===== src/rtl/mem_access_pkg.sv =====
// Shared types, ALU op codes and exception codes for the memory stage.
// Also holds the op-decoding helpers used by the stage and its lane-alignment logic.
package mem_access_pkg;

    typedef logic [7:0]  aluop_bus_t;
    typedef logic [31:0] reg_bus_t;

    localparam logic     RstEnable = 1'b1;
    localparam reg_bus_t ZeroWord  = 32'h0000_0000;

    localparam aluop_bus_t ALU_OP_NOP = 8'h00;
    localparam aluop_bus_t ALU_OP_ADD = 8'h20;
    localparam aluop_bus_t ALU_OP_OR  = 8'h25;
    localparam aluop_bus_t ALU_OP_LB  = 8'hE0;
    localparam aluop_bus_t ALU_OP_LH  = 8'hE1;
    localparam aluop_bus_t ALU_OP_LW  = 8'hE3;
    localparam aluop_bus_t ALU_OP_SB  = 8'hE8;
    localparam aluop_bus_t ALU_OP_SH  = 8'hE9;
    localparam aluop_bus_t ALU_OP_SW  = 8'hEB;

    typedef enum logic [1:0] {
        EXC_NONE    = 2'd0,
        EXC_ALIGN   = 2'd1,
        EXC_TIMEOUT = 2'd2
    } exc_t;

    function automatic logic is_mem_op(input aluop_bus_t op);
        case (op)
            ALU_OP_LB, ALU_OP_LH, ALU_OP_LW,
            ALU_OP_SB, ALU_OP_SH, ALU_OP_SW: return 1'b1;
            default:                         return 1'b0;
        endcase
    endfunction

    function automatic logic is_store(input aluop_bus_t op);
        case (op)
            ALU_OP_SB, ALU_OP_SH, ALU_OP_SW: return 1'b1;
            default:                         return 1'b0;
        endcase
    endfunction

    function automatic logic is_misaligned(input aluop_bus_t op, input logic [1:0] lo);
        case (op)
            ALU_OP_LH, ALU_OP_SH: return lo[0];
            ALU_OP_LW, ALU_OP_SW: return (lo != 2'b00);
            default:              return 1'b0;
        endcase
    endfunction

endpackage


===== src/rtl/mem_access_if.sv =====
// Request/acknowledge data-memory bus between the memory stage (master) and memory (slave).
interface mem_access_if;
    logic        req;
    logic        we;
    logic [31:0] addr;
    logic [3:0]  sel;
    logic [31:0] wdata;
    logic        ack;
    logic [31:0] rdata;

    modport master (output req, we, addr, sel, wdata, input ack, rdata);
    modport slave  (input req, we, addr, sel, wdata, output ack, rdata);
endinterface


===== src/rtl/mem_access_dm_lane_align.sv =====
// Little-endian byte-lane steering: lane enables, store replication and load extension.
module mem_access_dm_lane_align
    import mem_access_pkg::*;
(
    input  aluop_bus_t  op,
    input  logic [1:0]  addr_lo,
    input  reg_bus_t    st_src,
    input  reg_bus_t    rdata,
    output logic [3:0]  sel,
    output reg_bus_t    st_data,
    output reg_bus_t    ld_data
);

    logic [7:0]  byte_s;
    logic [15:0] half_s;

    assign byte_s = rdata[{addr_lo, 3'b000} +: 8];
    assign half_s = rdata[{addr_lo[1], 4'b0000} +: 16];

    // Decode lanes and data shaping from the access size.
    always_comb begin
        sel     = 4'b0000;
        st_data = ZeroWord;
        ld_data = ZeroWord;
        case (op)
            ALU_OP_LB: begin
                sel     = 4'b0001 << addr_lo;
                ld_data = {{24{byte_s[7]}}, byte_s};
            end
            ALU_OP_LH: begin
                sel     = 4'b0011 << {addr_lo[1], 1'b0};
                ld_data = {{16{half_s[15]}}, half_s};
            end
            ALU_OP_LW: begin
                sel     = 4'b1111;
                ld_data = rdata;
            end
            ALU_OP_SB: begin
                sel     = 4'b0001 << addr_lo;
                st_data = {4{st_src[7:0]}};
            end
            ALU_OP_SH: begin
                sel     = 4'b0011 << {addr_lo[1], 1'b0};
                st_data = {2{st_src[15:0]}};
            end
            ALU_OP_SW: begin
                sel     = 4'b1111;
                st_data = st_src;
            end
            default: begin
                sel     = 4'b0000;
                st_data = ZeroWord;
                ld_data = ZeroWord;
            end
        endcase
    end

endmodule


===== src/rtl/mem_access.sv =====
// MIPS memory stage: issues loads/stores on the data bus, stalls until acknowledge or
// timeout, and registers the write-back bundle with an exception code.
module mem_access
    import mem_access_pkg::*;
#(
    parameter int unsigned DM_TIMEOUT = 255
) (
    input  logic              clk,
    input  logic              rst,
    input  logic [4:0]        wd_i,
    input  logic              wreg_i,
    input  reg_bus_t          wdata_i,
    input  aluop_bus_t        aluop_i,
    input  reg_bus_t          mem_addr_i,
    input  reg_bus_t          reg2_i,
    input  reg_bus_t          pc_i,
    mem_access_if.master      dm,
    output logic [4:0]        wd_o,
    output logic              wreg_o,
    output reg_bus_t          wdata_o,
    output reg_bus_t          pc_o,
    output logic [1:0]        exc_o,
    output logic              stallreq_o
);

    typedef enum logic {ST_IDLE = 1'b0, ST_WAIT = 1'b1} state_t;

    localparam logic [7:0] TMO_LAST = 8'(DM_TIMEOUT - 1);

    state_t      state_r;
    logic [7:0]  cnt_r;
    aluop_bus_t  op_r;
    logic [1:0]  addr_lo_r;
    logic        req_r;
    logic        we_r;
    reg_bus_t    addr_r;
    logic [3:0]  sel_r;
    reg_bus_t    wdata_r;
    exc_t        exc_r;

    logic        mem_op_s;
    logic        misalign_s;
    logic        timeout_s;
    logic        stall_s;
    aluop_bus_t  lane_op_s;
    logic [1:0]  lane_lo_s;
    logic [3:0]  sel_s;
    reg_bus_t    st_data_s;
    reg_bus_t    ld_data_s;

    assign mem_op_s   = is_mem_op(aluop_i);
    assign misalign_s = is_misaligned(aluop_i, mem_addr_i[1:0]);
    assign timeout_s  = (cnt_r == TMO_LAST);

    // While waiting, load extension must follow the access that was issued, not EX.
    assign lane_op_s = (state_r == ST_WAIT) ? op_r      : aluop_i;
    assign lane_lo_s = (state_r == ST_WAIT) ? addr_lo_r : mem_addr_i[1:0];

    mem_access_dm_lane_align u_lane (
        .op      (lane_op_s),
        .addr_lo (lane_lo_s),
        .st_src  (reg2_i),
        .rdata   (dm.rdata),
        .sel     (sel_s),
        .st_data (st_data_s),
        .ld_data (ld_data_s)
    );

    // Freeze request: asserted while an access is about to start or is still outstanding.
    always_comb begin
        stall_s = 1'b0;
        case (state_r)
            ST_IDLE: begin
                if (mem_op_s && !misalign_s) stall_s = 1'b1;
                else                         stall_s = 1'b0;
            end
            ST_WAIT: begin
                if (dm.ack || timeout_s) stall_s = 1'b0;
                else                     stall_s = 1'b1;
            end
            default: stall_s = 1'b0;
        endcase
    end

    assign stallreq_o = stall_s;
    assign exc_o      = exc_r;
    assign dm.req     = req_r;
    assign dm.we      = we_r;
    assign dm.addr    = addr_r;
    assign dm.sel     = sel_r;
    assign dm.wdata   = wdata_r;

    // Access FSM with registered bus and write-back outputs.
    always_ff @(posedge clk) begin
        if (rst == RstEnable) begin
            state_r   <= ST_IDLE;
            cnt_r     <= 8'd0;
            op_r      <= ALU_OP_NOP;
            addr_lo_r <= 2'b00;
            req_r     <= 1'b0;
            we_r      <= 1'b0;
            addr_r    <= ZeroWord;
            sel_r     <= 4'b0000;
            wdata_r   <= ZeroWord;
            wd_o      <= 5'd0;
            wreg_o    <= 1'b0;
            wdata_o   <= ZeroWord;
            pc_o      <= ZeroWord;
            exc_r     <= EXC_NONE;
        end else begin
            case (state_r)
                ST_IDLE: begin
                    if (!mem_op_s) begin
                        wd_o    <= wd_i;
                        wreg_o  <= wreg_i;
                        wdata_o <= wdata_i;
                        pc_o    <= pc_i;
                        exc_r   <= EXC_NONE;
                    end else if (misalign_s) begin
                        wd_o    <= 5'd0;
                        wreg_o  <= 1'b0;
                        wdata_o <= ZeroWord;
                        pc_o    <= pc_i;
                        exc_r   <= EXC_ALIGN;
                    end else begin
                        req_r     <= 1'b1;
                        we_r      <= is_store(aluop_i);
                        addr_r    <= {mem_addr_i[31:2], 2'b00};
                        sel_r     <= sel_s;
                        wdata_r   <= st_data_s;
                        op_r      <= aluop_i;
                        addr_lo_r <= mem_addr_i[1:0];
                        cnt_r     <= 8'd0;
                        wd_o      <= 5'd0;
                        wreg_o    <= 1'b0;
                        wdata_o   <= ZeroWord;
                        pc_o      <= pc_i;
                        exc_r     <= EXC_NONE;
                        state_r   <= ST_WAIT;
                    end
                end
                ST_WAIT: begin
                    if (dm.ack) begin
                        req_r   <= 1'b0;
                        we_r    <= 1'b0;
                        wd_o    <= wd_i;
                        wreg_o  <= is_store(op_r) ? 1'b0 : wreg_i;
                        wdata_o <= is_store(op_r) ? wdata_i : ld_data_s;
                        pc_o    <= pc_i;
                        exc_r   <= EXC_NONE;
                        state_r <= ST_IDLE;
                    end else if (timeout_s) begin
                        req_r   <= 1'b0;
                        we_r    <= 1'b0;
                        wd_o    <= 5'd0;
                        wreg_o  <= 1'b0;
                        wdata_o <= ZeroWord;
                        pc_o    <= pc_i;
                        exc_r   <= EXC_TIMEOUT;
                        state_r <= ST_IDLE;
                    end else begin
                        cnt_r <= cnt_r + 8'd1;
                    end
                end
                default: state_r <= ST_IDLE;
            endcase
        end
    end

endmodule


===== src/flat_wrapper.sv =====
// flat-port wrapper written by rule: the top's interface ports become plain ports
module mem_access_flat import mem_access_pkg::*;
#(
    parameter int unsigned DM_TIMEOUT = 255
)
  (clk, rst, wd_i, wreg_i, wdata_i, aluop_i, mem_addr_i, reg2_i, pc_i, wd_o, wreg_o, wdata_o, pc_o, exc_o, stallreq_o, dm_req, dm_we, dm_addr, dm_sel, dm_wdata, dm_ack, dm_rdata);
  mem_access_if dm_i ();
  input  logic clk;
  input  logic rst;
  input  logic [4:0] wd_i;
  input  logic wreg_i;
  input  reg_bus_t wdata_i;
  input  aluop_bus_t aluop_i;
  input  reg_bus_t mem_addr_i;
  input  reg_bus_t reg2_i;
  input  reg_bus_t pc_i;
  output logic [4:0] wd_o;
  output logic wreg_o;
  output reg_bus_t wdata_o;
  output reg_bus_t pc_o;
  output logic [1:0] exc_o;
  output logic stallreq_o;
  output wire logic [$bits(dm_i.req)-1:0] dm_req;
  output wire logic [$bits(dm_i.we)-1:0] dm_we;
  output wire logic [$bits(dm_i.addr)-1:0] dm_addr;
  output wire logic [$bits(dm_i.sel)-1:0] dm_sel;
  output wire logic [$bits(dm_i.wdata)-1:0] dm_wdata;
  input wire logic [$bits(dm_i.ack)-1:0] dm_ack;
  input wire logic [$bits(dm_i.rdata)-1:0] dm_rdata;
  assign dm_req = dm_i.req;
  assign dm_we = dm_i.we;
  assign dm_addr = dm_i.addr;
  assign dm_sel = dm_i.sel;
  assign dm_wdata = dm_i.wdata;
  assign dm_i.ack = dm_ack;
  assign dm_i.rdata = dm_rdata;
  mem_access #(.DM_TIMEOUT(DM_TIMEOUT)) u_core (.clk(clk), .rst(rst), .wd_i(wd_i), .wreg_i(wreg_i), .wdata_i(wdata_i), .aluop_i(aluop_i), .mem_addr_i(mem_addr_i), .reg2_i(reg2_i), .pc_i(pc_i), .dm(dm_i), .wd_o(wd_o), .wreg_o(wreg_o), .wdata_o(wdata_o), .pc_o(pc_o), .exc_o(exc_o), .stallreq_o(stallreq_o));
endmodule

===== config.mk =====
export PLATFORM = sky130hd
export DESIGN_NAME = mem_access_flat
export DESIGN_NICKNAME = d
export VERILOG_FILES = /design/src/rtl/mem_access_pkg.sv /design/src/rtl/mem_access_if.sv /design/src/rtl/mem_access_dm_lane_align.sv /design/src/rtl/mem_access.sv /design/src/flat_wrapper.sv
export SDC_FILE = /design/constraint.sdc
export NUM_CORES = 1
export LEC_CHECK = 0
export CORE_MARGIN = 3
export CORE_UTILIZATION = 40
export CTS_CLUSTER_DIAMETER = 30
export DETAILED_ROUTE_END_ITERATION = 12
export GPL_ROUTABILITY_DRIVEN = 0
export PLACE_DENSITY = 0.89
export SETUP_SLACK_MARGIN = 0.1
export SLEW_MARGIN = 20
export SYNTH_ARGS = -nofsm -noshare
export SYNTH_HDL_FRONTEND = slang
export SYNTH_HIERARCHICAL = 1
export SYNTH_SLANG_ARGS = --single-unit

===== constraint.sdc =====
create_clock -name clk -period 2.5 [get_ports clk]
set_input_delay 0.5 -clock clk [delete_from_list [all_inputs] [get_ports clk]]
set_output_delay 0.5 -clock clk [all_outputs]
set_load 0.02 [all_outputs]

## Word level (Yosys, flattened, before mapping)

Cells that the tools add are included.

| word-level totals | value |
|---|---|
| register bits after elaboration | 159 |
| bits of input ports | 177 |
| output and inout port bits | 143 |
| word-level logic and storage cells | 111 |

| operators by class | value |
|---|---|
| muxes and demuxes | 54 |
| add/sub/neg operators | 1 |
| reduce and logical (&&, ||, !) cells | 15 |
| bitwise gates (word level) | 2 |
| eq/ne operators | 21 |
| shift operators | 4 |

Operators by type and width:

| cell | count |
|---|---|
| 32-bit 2-to-1 mux | 6 |
| 32-bit one-hot mux with 3 select lines | 2 |
| 8-bit equality test (second input constant) | 16 |
| 32-bit one-hot mux with 2 select lines | 2 |
| 8-bit 2-to-1 mux | 5 |
| 32-bit by 6-bit indexed part select with 16-bit output | 1 |
| 32-bit by 6-bit indexed part select with 8-bit output | 1 |
| 1-bit 2-to-1 mux | 22 |
| 8-bit one-hot mux with 2 select lines | 1 |
| 5-bit 2-to-1 mux | 3 |
| 1-bit one-hot mux with 2 select lines | 6 |
| 4-bit one-hot mux with 3 select lines | 1 |
| 5-bit one-hot mux with 2 select lines | 1 |
| 2-bit OR reduction | 5 |
| 8-bit by 1-bit adder with 8-bit output (second input constant) | 1 |
| 2-bit 2-to-1 mux | 4 |
| 2-bit != test (second input constant) | 3 |
| 3-bit AND reduction | 2 |
| 3-bit OR reduction | 2 |
| 6-bit OR reduction | 1 |
| 2-bit one-hot mux with 2 select lines | 1 |
| 4-bit AND reduction | 1 |
| 1-bit by 2-bit left shift with 4-bit output (first input constant) | 1 |
| 2-bit by 2-bit left shift with 4-bit output (first input constant) | 1 |
| 7 further kinds | 8 |

## Depth between registers and ports, before layout

Gate-level depths: netlist (run 1).

| depth | value |
|---|---|
| word-level depth | 9 |
| mapped depth | 13 |
| mapped depth without buffers | 9 |

## Cells and area by module

Netlist (run 1), hierarchy kept.

Modules (own cells, without submodules):

| module | area each (um^2) | cells an instance | times used | sequential area each (um^2) |
|---|---|---|---|---|
| mem_access | 6655.1 | 802 | 1 | 3183.1 |
| mem_access_dm_lane_align | 1307.5 | 235 | 1 | 0.0 |

## Worst setup path after synthesis (run 1)

Ideal clock, no wire load.

| path | value |
|---|---|
| path type | reg-to-reg |
| from | register u_core.state_r |
| to | register u_core.wdata_o[11] |
| path buffers | 2 |
| setup time | 86 ps |
| stages on the path, launching flop included | 11 |
| path slack | -111 ps |
| data arrival time | 2525 ps |
| period minus slack after synthesis | 2611 ps |
| data required time | 2414 ps |
| cell sequence | dfxtp_1 > buf_4 > clkbuf_1 > mux2_2 > and4bb_1 > nand3_1 > nor3_2 > a221o_1 > nand2_1 > mux2_2 > a211oi_1 |

| on the way | value |
|---|---|
| word-level cells in the longest chain between the ends | 6 |
| elaborated cells between the ends (all ways) | 13 |
| those cells by class | eq/ne (4); shift (2); mux (6); bitwise (1) |

RTL lines:

| item | line | text |
|---|---|---|
| start: declaration | mem_access.sv:30 | `state_t state_r;` |
| start signal: assignment | mem_access.sv:96 | `state_r <= ST_IDLE;` |
| start signal: assignment | mem_access.sv:139 | `state_r <= ST_WAIT;` |
| start signal: assignment | mem_access.sv:151 | `state_r <= ST_IDLE;` |
| 8-bit 2-to-1 mux * | mem_access.sv:56 | `assign lane_op_s = (state_r == ST_WAIT) ? op_r : aluop_i;` |
| net u_core.lane_op_s[2] | mem_access.sv:45 | `aluop_bus_t lane_op_s;` |
| 8-bit equality test | mem_access_dm_lane_align.sv:25 | `case (op)` |
| 32-bit one-hot mux with 3 select lines * | mem_access_dm_lane_align.sv:25 |  |
| net u_core.ld_data_s[11] | mem_access.sv:49 | `reg_bus_t ld_data_s;` |
| 32-bit 2-to-1 mux * | mem_access.sv:148 | `wdata_o <= is_store(op_r) ? wdata_i : ld_data_s;` |
| 32-bit 2-to-1 mux * | mem_access.sv:143 | `if (dm.ack) begin` |
| 32-bit one-hot mux with 2 select lines * | mem_access.sv:111 | `case (state_r)` |
| end signal: assignment | mem_access.sv:116 | `wdata_o <= wdata_i;` |
| end signal: assignment | mem_access.sv:148 |  |
| end signal: assignment | mem_access.sv:157 | `wdata_o <= ZeroWord;` |
| end: declaration | mem_access.sv:20 | `output reg_bus_t wdata_o,` |

Mark *: on every way through the listed nets, which the timed path passes. The rest lies on a longest branch.
A chain may end at the register's enable or synchronous reset.

## Final worst setup path (run 1)

| path | value |
|---|---|
| from | input port aluop_i[4] |
| to | register u_core.wdata_o[0] |

| on the way | value |
|---|---|
| word-level cells in the longest chain between the ends | 6 |
| elaborated cells between the ends (all ways) | 17 |
| those cells by class | eq/ne (9); mux (7); reduce/logical (1) |

RTL lines:

| item | line | text |
|---|---|---|
| start: declaration | flat_wrapper.sv:13 | `input aluop_bus_t aluop_i;` |
| 8-bit 2-to-1 mux * | mem_access.sv:56 |  |
| net u_core.lane_op_s[4] | mem_access.sv:45 |  |
| 8-bit equality test | mem_access_dm_lane_align.sv:25 |  |
| 32-bit one-hot mux with 3 select lines * | mem_access_dm_lane_align.sv:25 |  |
| net u_core.ld_data_s[0] | mem_access.sv:49 |  |
| 32-bit 2-to-1 mux * | mem_access.sv:148 |  |
| 32-bit 2-to-1 mux * | mem_access.sv:143 |  |
| 32-bit one-hot mux with 2 select lines * | mem_access.sv:111 |  |

Marks and branches as above.

==> results of run 1 <==
==> how the worst max path moves through the flow <==
stage | from | endpoint | cells past startpoint
global placement | aluop_i[6] | u_core/wdata_o[11]$_SDFFE_PP0P_ | 11
global route | aluop_i[6] | u_core/wdata_o[17]$_SDFFE_PP0P_ | 12
finish | aluop_i[4] | u_core/wdata_o[0]$_SDFFE_PP0P_ | 9
detailed placement | aluop_i[6] | u_core/wdata_o[11]$_SDFFE_PP0P_ | 11
floorplan | u_core/state_r$_SDFF_PP0_ | u_core/wdata_o[22]$_SDFFE_PP0P_ | 11
CTS | u_core/state_r$_SDFF_PP0_ | u_core/wdata_o[13]$_SDFFE_PP0P_ | 7
==> layer usage <==
layer / GRT usage / wire length (um) / up-vias
met5: 0 / 45 / -
met4: 0.119 / 1210 / 6
met3: 0.0842 / 3360 / 102
met2: 0.446 / 14500 / 525
met1: 0.316 / 11200 / 4312
li1: - / - / 4298
==> kinds of logic after synthesis <==
logic type                 synth area share
AOI/OAI and AO/OA                     0.269
and+or+nand+nor                       0.222
DFF                                   0.400
buffers and inverters                0.0643
muxes                                0.0412
adders and majority gates           0.00314
other                              0.000471
==> power by group through the flow <==
stage                     clock network, uW  registers, uW  logic (uW)
after CTS                              2620           2640         996
after detailed placement                  0           2700         988
after global placement                    0           2690         975
after floorplan                           0           2780         314
after global routing                   2730           2640        1070
final                                  2560           2640        1010
==> what timing repair did <==
| item | 4_1_cts | 5_1_grt |
|---|---|---|
| setup endpoints to repair | 5 | 27 |
| gates cloned | 0 | 1 |
| resized for setup | 5 | 20 |
| pin swaps | 0 | 3 |
| buffers inserted | 0 | 3 |
==> worst min-delay path: stages <==
cell                             delay (ns)
sky130_fd_sc_hd__dlymetal6s2s_1        0.16
sky130_fd_sc_hd__nand3_1               0.08
sky130_fd_sc_hd__a21oi_1               0.05
==> registers in the layout (all words and copies together) (netlist names) <==
name / flops
u_core/addr_lo_r: 2
u_core/cnt_r: 8
u_core/dm.addr: 30
u_core/dm.req: 1
u_core/dm.sel: 4
u_core/dm.wdata: 32
u_core/dm.we: 1
u_core/exc_o: 2
u_core/op_r: 8
u_core/pc_o: 32
u_core/state_r: 1
u_core/wd_o: 5
u_core/wdata_o: 32
u_core/wreg_o: 1
==> cell usage in the layout (no fill, tap or decap), types with 6 or more instances in the layout <==
cell,instances
sky130_fd_sc_hd__clkdlybuf4s50_1,311
sky130_fd_sc_hd__o21a_1,7
sky130_fd_sc_hd__nand2b_1,18
sky130_fd_sc_hd__a211oi_1,28
sky130_fd_sc_hd__o21ai_0,84
sky130_fd_sc_hd__dfxtp_1,158
sky130_fd_sc_hd__buf_12,12
sky130_fd_sc_hd__buf_4,59
sky130_fd_sc_hd__clkbuf_16,17
sky130_fd_sc_hd__mux2_4,7
sky130_fd_sc_hd__inv_1,6
sky130_fd_sc_hd__inv_8,6
sky130_fd_sc_hd__nand2_1,149
sky130_fd_sc_hd__mux2_2,14
sky130_fd_sc_hd__o21ai_1,25
sky130_fd_sc_hd__mux2i_1,8
sky130_fd_sc_hd__a21oi_1,174
sky130_fd_sc_hd__and2_1,10
sky130_fd_sc_hd__nand3_1,81
sky130_fd_sc_hd__a22oi_1,13
sky130_fd_sc_hd__nor2_1,71
==> layout make-up <==
cell class | count | area [um2] | area share
Clock buffer | 18 | 429 | 0.0346
Multi-Input combinational cell | 777 | 4390 | 0.354
Tap cell | 260 | 325 | 0.0262
Timing Repair Buffer | 390 | 3890 | 0.314
Clock inverter | 14 | 149 | 0.0120
Antenna cell | 1 | 2.50 | 0.000202
Sequential cell | 159 | 3190 | 0.257
Inverter | 6 | 22.5 | 0.00182
==> Yosys cell counts (all sizes together), types with 3 or more instances <==
master  instances  share of area
mux2           20          0.028
inv             6         0.0028
buf            51          0.039
mux2i           8          0.010
a22oi          14          0.014
o21ai         111          0.072
o211ai          4         0.0044
dfxtp         159           0.40
o311ai          3         0.0033
nand4           5         0.0047
nor2b           4         0.0035
and2           11         0.0086
nand2b         18          0.014
clkbuf         46          0.022
a31oi           4         0.0039
nor2           72          0.034
and3            3         0.0024
nor3            7         0.0071
nand2         150          0.071
nand3          82          0.052
a211oi         33          0.031
a221o           5         0.0063
a21oi         176           0.11
o21a            8         0.0075
==> through the flow <==
| step | utilization | total power, uW | TNS (ns) |
|---|---|---|---|
| after floorplan | - | 3090 | 0 |
| after global placement | 0.611 | 3670 | -7.50 |
| after detailed placement | 0.611 | 3690 | -9.62 |
| after CTS | 0.642 | 6250 | 0 |
| after global routing | 0.648 | 6440 | 0 |
| final | 0.648 | 6210 | 0 |
==> run summary, run 1 <==
* run status: finished, final reports clean
* quantity of hold-fixing buffers added after cts: 0
* Clk pwr share: 0.412
* detailed router's first-iteration violation count: 1013
* first-pass GRT wire length: 47300 um
* number of antenna violations at the first check in global routing: 4
* DRC violation count after routing: 0
* antenna viol nets, final: 0
* Pleak: 0.00457 uW
* Crit Path Category: in2reg
* post-route non-filler standard cell count: 1625
* family with the most delay on the worst path: simple AND/OR/NAND/NOR gates
* vias in the first global route: 8958
* worst supply voltage drop on vdd: 0.467 mV
* FF+latch count, synth: 159
* Warnings, synthesis: 6
* starting utilization of the core area: 0.416
* DRT Pass-1 Iters: 6
* per-instance average area after synthesis: 7.68 um2
* final instance area: 0.0124 mm2
* terminating pin of the worst hold path: u_core/addr_lo_r[1]$_SDFFE_PP0P_
* count of flip-flops with a built-in enable after synthesis: 0
* crit path DAT: 2.68 ns
* portion of total power attributed to sequential cells: 0.425
* final HPWL from detailed placement: 21400 um
* Reg-to-Reg Start: u_core/state_r$_SDFF_PP0_
* detailed-route wire length per cell: 18.7 um
* Die Span Y: 147 um
* switching share of total power: 0.282
* Total Wirelength: 30300 um
* horizontal die dimension: 147 um
* proportion of layout cells with a drive suffix above 1: 0.119
* Hold Crit Class: in2reg
* Slowest Stage Delay on Critical Path: 0.44 ns
* CTS Root Buffer Type: sky130_fd_sc_hd__clkbuf_16
* RSZ-0062 raised after global routing: yes
* Rel. slew slack: 0.509
* Distinct cells, synth: 66
* final period demand of the worst path: 2.35 ns
* slowest cell on the critical path: sky130_fd_sc_hd__clkdlybuf4s50_1
* Worst Hold Margin: 0.424 ns
* total cell area at the placement stage: 0.0117 mm2
* top_reg_cell synth: sky130_fd_sc_hd__dfxtp_1
* highest net fanout along the worst path: 5
* pre-CTS WS: -0.355 ns
* floorplan die area: 0.0216 mm2
* floorplan core area: 0.0191 mm2
* all-layer global routing usage: 0.267
* number of levels in the clock H-tree: 4
* Total Nets Final: 1530
* number of pins with negative max-slew slack in the final report: 0
* pin count of the biggest net entering global routing: 76
* worst flop-to-flop path endpoint: u_core/wdata_o[14]$_SDFFE_PP0P_
* sequential-to-total area share from yosys stat: 0.400
* switching power of the nets: 1750 uW
* Syn-to-layout area delta: 55.7%
* Via Count: 9243
* Highest Clock Rate: 425 MHz
* number of failing hold endpoints at the final stage: 0
* # setup viols final: 0
* P_int: 4460 uW
* data required time of the critical path: 2.83 ns
* endpoint class of the critical path: register
* number of cells on the worst hold path: 3
* origin of the worst min-delay path: mem_addr_i[1]
* power density over the cells: 501 mW/mm2
* TritonCTS clock tree: yes
* Sinks on Clock Net: 159
* Port Buffer Count: 317
* Mapped Cells: 1037
* number of cells after detailed placement: 1588
* part of the cycle the worst path needs: 0.942
* ports placed on the boundary: 320
* Max Buffers Root-to-Sink: 2
* row cnt: 50
* actual transition at the worst max-transition pin: 0.736 ns
* clock transition at the registers of the reported paths: 0.07 ns
* fraction of synthesis flops using an asynchronous set or reset pin: 0
* DR vias/cell: 5.69
* post-synth design cell area: 0.00796 mm2
* total overflow reported by the global router: 0
* flop-to-flop setup slack: 0.16 ns
* final clock skew: 0.00892 ns
* Skew-Pair Late Insertion Delay: 0.42 ns
* combined buffer and inverter count along the critical path: 2
* path depth of the worst reg2reg path: 10
* nature of the critical path startpoint: primary input
* number of violations of the max-capacitance limit: 0
* Num CTS Buffers: 17
* crit-path cells: clkdlybuf4s50_1 > mux2_4 > and4bb_1 > nand3_2 > nor3_4 > buf_4 > o2bb2ai_1 > a21oi_1 > a211oi_1
* combinational share of power: 0.163
* fill cell total of the finished layout: 1578
* Final WS setup: 0.146 ns
(Power assumes the default switching activity.)
==> run 2, diff against run 1 <==
CAP_MARGIN = 10   (was unset)
==> results of run 2 <==
Same layout as run 1: the final DEF is identical, and so are final timing and power.
==> run 3, diff against run 2 <==
CAP_MARGIN = 20   (was 10)
RECOVER_POWER = 100   (was unset)
==> run 3 against run 2 <==
Utilization decreased by 0.32 points. Die area unchanged. Sequential share of layout area rose by 0.11 points. Wire length is 0.22% lower.
==> run summary, run 3 (same netlist as run 1, synthesis figures left out) <==
* run status: finished, final reports clean
* final clock skew: 0.00869 ns
* starting utilization of the core area: 0.416
* DRT Pass-1 Iters: 7
* Pleak: 0.00494 uW
* Total Wirelength: 30300 um
* TritonCTS clock tree: yes
* Port Buffer Count: 317
* number of pins with negative max-slew slack in the final report: 0
* Hold Crit Class: in2reg
* data required time of the critical path: 2.00 ns
* Clk pwr share: 0.414
* final HPWL from detailed placement: 21400 um
* ports placed on the boundary: 320
* number of antenna violations at the first check in global routing: 4
* total overflow reported by the global router: 0
* switching share of total power: 0.282
* commonest cells after routing, fill and taps aside: sky130_fd_sc_hd__a21oi_1 (174), sky130_fd_sc_hd__clkdlybuf4s50_1 (171), sky130_fd_sc_hd__dfxtp_1 (158)
* actual transition at the worst max-transition pin: 0.841 ns
* Slowest Stage Delay on Critical Path: 0.44 ns
* CTS Root Buffer Type: sky130_fd_sc_hd__clkbuf_16
* slowest cell on the critical path: sky130_fd_sc_hd__clkdlybuf4s50_1
* Sinks on Clock Net: 159
* RSZ-0062 raised after global routing: yes
* number of levels in the clock H-tree: 4
* P_int: 4430 uW
* Rel. slew slack: 0.439
* setup total negative slack: 0 ns
* Via Count: 9243
* detailed router's first-iteration violation count: 871
* combinational share of power: 0.159
* proportion of layout cells with a drive suffix above 1: 0.114
* final period demand of the worst path: 2.42 ns
* detailed-route wire length per cell: 18.6 um
* endpoint class of the critical path: output port
* family with the most delay on the worst path: buffers and inverters
* DRC violation count after routing: 0
* Syn-to-layout area delta: 54.9%
* clock transition at the registers of the reported paths: 0.07 ns
* portion of total power attributed to sequential cells: 0.427
* Highest Clock Rate: 413 MHz
* power density over the cells: 501 mW/mm2
* number of violations of the max-capacitance limit: 0
* Crit Path Category: in2out
* Worst Hold Margin: 0.420 ns
* Skew-Pair Late Insertion Delay: 0.42 ns
* floorplan core area: 0.0191 mm2
* Die Span Y: 147 um
* Num CTS Buffers: 17
* all-layer global routing usage: 0.267
* antenna viol nets, final: 0
* worst supply voltage drop on vdd: 0.467 mV
* crit path DAT: 1.92 ns
* combined buffer and inverter count along the critical path: 2
* pin count of the biggest net entering global routing: 76
* # setup viols final: 0
* floorplan die area: 0.0216 mm2
* nature of the critical path startpoint: primary input
* horizontal die dimension: 147 um
* first-pass GRT wire length: 47300 um
* highest net fanout along the worst path: 2
* number of failing hold endpoints at the final stage: 0
* part of the cycle the worst path needs: 0.968
* Total Nets Final: 1530
* vias in the first global route: 8958
* Max Buffers Root-to-Sink: 2
* most common cell after layout, fill and taps aside: sky130_fd_sc_hd__a21oi_1
* row cnt: 50
* switching power of the nets: 1740 uW
* DR vias/cell: 5.69
* crit-path cells: clkdlybuf4s50_1 > and4bb_2 > nand2_1 > o21ai_2 > dlygate4sd2_1
==> run 3: changes by cell type in the layout (fill, tap and decap cells not counted), sizes merged <==
cell,previous run,this run
dlygate4sd2,0,1
dlygate4sd3,0,140
buf,74,69
clkdlybuf4s15,1,0
clkbuf,18,23
clkdlybuf4s50,311,171
==> run 3: area by class of cell <==
cell class              count  area [um2]
fillers                  1586        6810
flip-flops and latches    159        3180
multi-input cells         777        4370
inverters                   6        22.5
repair buffers            390        3850
diodes                      1        2.50
well taps                 260         325
clock buffers              18         429
clock inverters            14         149
==> run 3: layer usage <==
layer | global-route usage | vias up | part of all wire
met5 | 0 | - | 0.0015
met4 | 0.119 | 6 | 0.042
met3 | 0.0842 | 111 | 0.11
met2 | 0.446 | 529 | 0.48
met1 | 0.316 | 4292 | 0.38
li1 | - | 4305 | -
==> run 3: tightest hold or removal path, stage by stage <==
cell and delay (ns):
sky130_fd_sc_hd__dlymetal6s2s_1 0.16, sky130_fd_sc_hd__nand3_1 0.08, sky130_fd_sc_hd__a21oi_1 0.05
==> run 3: through the flow <==
| stage | std cells | instance area, um2 | total power (uW) | util | setup WS (ns) |
|---|---|---|---|---|---|
| 2_1_floorplan | 1038 | 8030 | 3090 | - | 0.0906 |
| 3_3_place_gp | 1588 | 11700 | 3670 | 0.611 | -0.294 |
| 3_5_place_dp | 1588 | 11700 | 3690 | 0.611 | -0.355 |
| 4_1_cts | 1620 | 12300 | 6250 | 0.642 | 0.0862 |
| 5_1_grt | 1625 | 12300 | 6410 | 0.644 | 0.0428 |
| 6_report | 1625 | 12300 | 6180 | 0.644 | 0.0809 |
==> run 3: worst paths after layout <==
| check | startpoint | to | slack [ns] | depth (start not counted) |
|---|---|---|---|---|
| hold / removal | mem_addr_i[1] | u_core/addr_lo_r[1]$_SDFFE_PP0P_ | 0.42 | 3 |
| setup / recovery | aluop_i[4] | stallreq_o | 0.08 | 5 |
| setup reg to reg | u_core/state_r$_SDFF_PP0_ | u_core/wdata_o[14]$_SDFFE_PP0P_ | 0.10 | 10 |
| hold reg to reg | u_core/pc_o[4]$_SDFFE_PP0P_ | u_core/pc_o[4]$_SDFFE_PP0P_ | 0.45 | 2 |
==> run 3: power groups by stage <==
stage | Sequential (uW) | Combinational, uW | Clock (uW)
after floorplan | 2780 | 314 | 0
after detailed placement | 2700 | 988 | 0
after global routing | 2640 | 1040 | 2730
after global placement | 2690 | 975 | 0
final | 2640 | 985 | 2560
after CTS | 2640 | 996 | 2620
==> run 3: what timing repair did <==
item                       4_1_cts  5_1_grt
setup endpoints to repair        5       27
cloned                           0        1
hold buffers                     0        0
setup buffers                    0        3
pin swaps                        0        3
gates resized for setup          5       20
